--- src/rtl/uart_rx_deserializer.sv ---
`timescale 1ns/1ps
// uart_rx_deserializer
// UART receive path: start bit (0), 8 data bits LSB first, optional parity
// bit, one stop bit (1). The line is resynchronised and then sampled at the
// middle of each bit using a clock-per-bit counter.
//
// Ports:
//   clk           system clock, all logic on posedge
//   rst           asynchronous, active-high reset
//   rx_in         serial line (asynchronous to clk, idles high)
//   p_data        last received byte, bit 0 = first data bit on the line
//   data_valid    one-cycle pulse when p_data is updated
//   parity_error  one-cycle pulse with data_valid when parity mismatches
//   framing_error one-cycle pulse when the stop bit is sampled low
//   busy          high whenever the receiver is not idle
module uart_rx_deserializer #(
    parameter int CLKS_PER_BIT      = 5208,
    parameter int CLK_COUNTER_WIDTH = $clog2(CLKS_PER_BIT),
    parameter bit PARITY_EN         = 1'b0,
    parameter bit PARITY_ODD        = 1'b0
) (
    input  logic       clk,
    input  logic       rst,
    input  logic       rx_in,
    output logic [7:0] p_data,
    output logic       data_valid,
    output logic       parity_error,
    output logic       framing_error,
    output logic       busy
);

    typedef enum logic [2:0] {
        S_IDLE,
        S_START,
        S_DATA,
        S_PARITY,
        S_STOP,
        S_BREAK
    } state_t;

    localparam int HALF = CLKS_PER_BIT / 2;
    localparam logic [CLK_COUNTER_WIDTH-1:0] CNT_HALF_LAST = CLK_COUNTER_WIDTH'(HALF - 1);
    localparam logic [CLK_COUNTER_WIDTH-1:0] CNT_BIT_LAST  = CLK_COUNTER_WIDTH'(CLKS_PER_BIT - 1);

    state_t                       state, state_next;
    logic [CLK_COUNTER_WIDTH-1:0] clk_cnt, cnt_next;
    logic [2:0]                   bit_idx, idx_next;
    logic [7:0]                   shift_reg, shift_next;
    logic                         parity_bit, par_next;
    logic [7:0]                   pd_next;
    logic                         dv_next, pe_next, fe_next;

    // Two-flop synchroniser; both stages reset to the idle (high) level.
    logic rx_meta, rx_s;

    always_ff @(posedge clk or posedge rst) begin
        if (rst) begin
            rx_meta <= 1'b1;
            rx_s    <= 1'b1;
        end else begin
            rx_meta <= rx_in;
            rx_s    <= rx_meta;
        end
    end

    always_ff @(posedge clk or posedge rst) begin
        if (rst) begin
            state         <= S_IDLE;
            clk_cnt       <= '0;
            bit_idx       <= '0;
            shift_reg     <= '0;
            parity_bit    <= 1'b0;
            p_data        <= '0;
            data_valid    <= 1'b0;
            parity_error  <= 1'b0;
            framing_error <= 1'b0;
        end else begin
            state         <= state_next;
            clk_cnt       <= cnt_next;
            bit_idx       <= idx_next;
            shift_reg     <= shift_next;
            parity_bit    <= par_next;
            p_data        <= pd_next;
            data_valid    <= dv_next;
            parity_error  <= pe_next;
            framing_error <= fe_next;
        end
    end

    always_comb begin
        state_next = state;
        cnt_next   = clk_cnt;
        idx_next   = bit_idx;
        shift_next = shift_reg;
        par_next   = parity_bit;
        pd_next    = p_data;
        dv_next    = 1'b0;
        pe_next    = 1'b0;
        fe_next    = 1'b0;

        case (state)
            S_IDLE: begin
                if (!rx_s) begin
                    state_next = S_START;
                    cnt_next   = '0;
                end
            end

            // Re-check the line at mid start bit to reject short glitches.
            S_START: begin
                if (clk_cnt == CNT_HALF_LAST) begin
                    cnt_next = '0;
                    if (!rx_s) begin
                        state_next = S_DATA;
                        idx_next   = '0;
                    end else begin
                        state_next = S_IDLE;
                    end
                end else begin
                    cnt_next = clk_cnt + 1'b1;
                end
            end

            S_DATA: begin
                if (clk_cnt == CNT_BIT_LAST) begin
                    cnt_next            = '0;
                    shift_next[bit_idx] = rx_s;
                    if (bit_idx == 3'd7) begin
                        state_next = PARITY_EN ? S_PARITY : S_STOP;
                    end else begin
                        idx_next = bit_idx + 1'b1;
                    end
                end else begin
                    cnt_next = clk_cnt + 1'b1;
                end
            end

            S_PARITY: begin
                if (clk_cnt == CNT_BIT_LAST) begin
                    cnt_next   = '0;
                    par_next   = rx_s;
                    state_next = S_STOP;
                end else begin
                    cnt_next = clk_cnt + 1'b1;
                end
            end

            // Returning to IDLE on the stop sample itself lets a
            // back-to-back start edge be caught without loss.
            S_STOP: begin
                if (clk_cnt == CNT_BIT_LAST) begin
                    cnt_next = '0;
                    if (rx_s) begin
                        pd_next    = shift_reg;
                        dv_next    = 1'b1;
                        pe_next    = PARITY_EN && ((^shift_reg ^ parity_bit) != PARITY_ODD);
                        state_next = S_IDLE;
                    end else begin
                        fe_next    = 1'b1;
                        state_next = S_BREAK;
                    end
                end else begin
                    cnt_next = clk_cnt + 1'b1;
                end
            end

            // A line held low after a bad stop bit is not a new start bit.
            S_BREAK: begin
                if (rx_s) begin
                    state_next = S_IDLE;
                end
            end

            default: begin
                state_next = S_IDLE;
            end
        endcase
    end

    assign busy = (state != S_IDLE);

endmodule

--- config.mk ---
export PLATFORM = sky130hd
export DESIGN_NAME = uart_rx_deserializer
export DESIGN_NICKNAME = d
export VERILOG_FILES = /design/src/rtl/uart_rx_deserializer.sv
export SDC_FILE = /design/constraint.sdc
export NUM_CORES = 1
export LEC_CHECK = 0
export BUFFER_PORTS_ARGS = -buffer_cell sky130_fd_sc_hd__buf_2
export CORE_MARGIN = 4
export CORE_UTILIZATION = 59
export DETAILED_ROUTE_END_ITERATION = 7
export PLACE_DENSITY = 0.89
export SLEW_MARGIN = 20
export SYNTH_ARGS = -nofsm -noshare
export SYNTH_HDL_FRONTEND = slang
export SYNTH_SLANG_ARGS = --single-unit
--- constraint.sdc ---
create_clock -name clk -period 2.65 [get_ports clk]
set_clock_uncertainty 0.05 [all_clocks]
set_input_delay 0.1325 -clock clk [delete_from_list [all_inputs] [get_ports clk]]
set_output_delay 0.1325 -clock clk [all_outputs]
set_load 0.005 [all_outputs]
==> flow_summary_export.csv <==
group,metric,value,unit
route,wl,3730,um
logic_synthesis,ys_async_sr_fraction,1.00,
logic_synthesis,yosysMostFrequentCell,"dfrtp_1",
floorplan,initial_core_util,0.635,
critical_path,crit_family,"simple AND/OR/NAND/NOR gates",
logic_synthesis,synth-seq-area-share,0.489,
critical_path,arrival,2.51,ns
timing,report.final.slew_viol_count,0,
logic_synthesis,yosysTopAreaCellShare,0.463,
placed_design,post-place-ws,0.415,ns
logic_synthesis,yosys_warnings,0,
placed_design,port_buffers,13,
floorplan,io-pin-count,15,
clock_network,cts_resized,0,
floorplan,die_w,66.2,um
route,vias,1386,
global_routing,overflow,0,
floorplan,die_h,66.2,um
critical_path,path_cells,"ha_1 > nor3b_1 > and4_4 > a21oi_1 > o31ai_2 > buf_4 > nor2_1",
critical_path,worst-path-buf-inv,1,
cells_and_area,multi_input_area,917,um2
logic_synthesis,synth.largest_area_cell,"dfrtp_1",
timing,hold_viol_final,0,
timing,layout_setup_ws,0.331,ns
logic_synthesis,synth-edff-count,0,
placed_design,hpwl,2600,um
placed_design,gp_congestion,0.873,
critical_path,slowest_stage,"o31ai_2",
logic_synthesis,synth_common_cells,"dfrtp_1, nor2_1, mux2_2, o21ai_0",
route,drtPass1Iterations,4,
cells_and_area,drive_above_1_share,0.250,
power,worst_ir_drop_vdd,0.433,mV
clock_network,clk_latency,0.35,ns
critical_path,crit_fanout,11,
timing,fin_tns_setup,0,ns
timing,period_share,0.875,
clock_network,cts_max_level,2,
status,status,"complete, no violations",
timing,timing.final.crit_period,2.32,ns
route,detail_route.wl_per_cell,15.5,um
cells_and_area,largest_reg_flops,13,
critical_path,crit_path_end_kind,"flip-flop",
logic_synthesis,synth_cell_types,46,
cells_and_area,nFillCells,246,
power,p_leak,1.05,nW
route,first_iter_violations,92,
clock_network,cts_tree,"built",
logic_synthesis,syn_nets,189,
timing,rsz0062_at_grt,"no",
route,drcViolationCount,0,
clock_network,cts_buffers,5,
floorplan,coreArea,3150,um2
timing,worst_slew_pin_slew,0.547,ns
critical_path,critPathKind,"reg2reg",
timing,fin_worst_hold_slack,0.328,ns
clock_network,holdBufCountCts,2,
cells_and_area,fin_util,0.673,
floorplan,row_count,20,
cells_and_area,syn_to_final_growth,6.13,%
cells_and_area,fin_nets,201,
logic_synthesis,synth_seq_cells,39,
logic_synthesis,synth_flop_cell,"dfrtp_1",
timing,setup_violations,0,
timing,max_freq,0.431,GHz
critical_path,startpoint_type,"flip-flop",
global_routing,grt_pass1_wl,6560,um
global_routing,globalRouteTotalUtil,0.197,
critical_path,cpPeakStageDelay,0.48,ns
flow_run,max_cap_violations,0,
cells_and_area,ff_latch_area,978,um2
logic_synthesis,netlist_instances,183,
global_routing,grt_pass1_vias,1389,
global_routing,antenna_found_initial,0,
power,powerDensity,433,nW/um2
logic_synthesis,syn_area,2000,um2
global_routing,grt_max_degree,40,
clock_network,clk_pin_slew,0.12,ns
route,vias_per_cell,5.78,
clock_network,clk_path_buf_depth,2,
floorplan,die_area,4390,um2
logic_synthesis,synth_area_leaders,"dfrtp_1, mux2_2, nor2_1",
cells_and_area,diodes,0,
clock_network,clock-sinks,39,
min_path,hold_class,"reg2reg",
logic_synthesis,syn_avg_cell_area,10.9,um2
clock_network,cts_root_buffer,"clkbuf_4",
route,ant_nets,0,
critical_path,cp.required,2.84,ns
clock_network,post-cts-setup-buffer-count,0,
timing,maxSlewHeadroom,0.633,
-- cell type report --
cell class,count,area share
repair buffers,17,0.0471
well taps,44,0.0259
clock inverters,2,0.00589
multi-input cells,127,0.432
inverters,5,0.00884
clock buffers,6,0.0194
flip-flops and latches,39,0.461
-- metrics by stage --
| stage | cell area, um2 | power [mW] | std cells |
|---|---|---|---|
| finish | 2120 | 0.920 | 240 |
| CTS | 2120 | 0.927 | 240 |
| detailed placement | 2050 | 0.629 | 230 |
| global route | 2120 | 0.968 | 240 |
| floorplan | 2000 | 0.623 | 183 |
| global placement | 2050 | 0.628 | 230 |
-- routing by layer --
| metal | track usage | wire length (um) | vias up |
|---|---|---|---|
| li1 | - | - | 667 |
| met1 | 0.254 | 1590 | 669 |
| met2 | 0.310 | 1830 | 42 |
| met3 | 0.0459 | 230 | 8 |
| met4 | 0.0939 | 82 | 0 |
| met5 | 0 | 0 | - |
-- where the power goes --
| group | switching (mW) | total, mW | internal, mW |
|---|---|---|---|
| logic | 0.0131 | 0.0180 | 0.00497 |
| registers | 0.00358 | 0.601 | 0.598 |
| clock network | 0.198 | 0.300 | 0.102 |
| total | 0.215 | 0.920 | 0.705 |
-- worst reg2reg max path: stages, from the launching register on --
cell and delay, ns:
dfrtp_1 0.41, ha_1 0.20, nor3b_1 0.30, and4_4 0.37
a21oi_1 0.10, o31ai_2 0.48, buf_4 0.24, nor2_1 0.05
-- worst paths after layout --
| path | slack, ns | end | from | cells after the start |
|---|---|---|---|---|
| hold reg to reg | 0.33 | rx_s$_DFF_PP1_ | rx_meta$_DFF_PP1_ | 0 |
| max in group asynchronous | 1.81 | rx_s$_DFF_PP1_ | rst | 4 |
| min in group asynchronous | 0.36 | p_data[6]$_DFFE_PP0P_ | rst | 4 |
| setup / recovery | 0.33 | clk_cnt[6]$_DFFE_PP0P_ | clk_cnt[0]$_DFFE_PP0P_ | 7 |
| hold / removal | 0.33 | rx_s$_DFF_PP1_ | rx_meta$_DFF_PP1_ | 0 |
| setup reg to reg | 0.33 | clk_cnt[6]$_DFFE_PP0P_ | clk_cnt[0]$_DFFE_PP0P_ | 7 |
-- layout by cell type, fill, tap and decap left out, drive strengths merged, types with 4 or more instances in the layout --
cell,n
nor2,21
nor3b,5
and4,4
buf,15
inv,5
nand2,7
dfrtp,37
nand3,8
o21ai,10
mux2,17
nand4,5
clkbuf,6
xor2,7
a21oi,4
-- kinds of logic after synthesis --
kind of cell,synth area share
AOI/OAI and AO/OA,0.0657
xor gates and xnor gates,0.0438
adders and majority gates,0.0188
buffers and inverters,0.0525
DFF,0.489
muxes,0.0957
other,0.00187
and+or+nand+nor,0.233
Note: power is estimated with default switching activity, not from simulation.
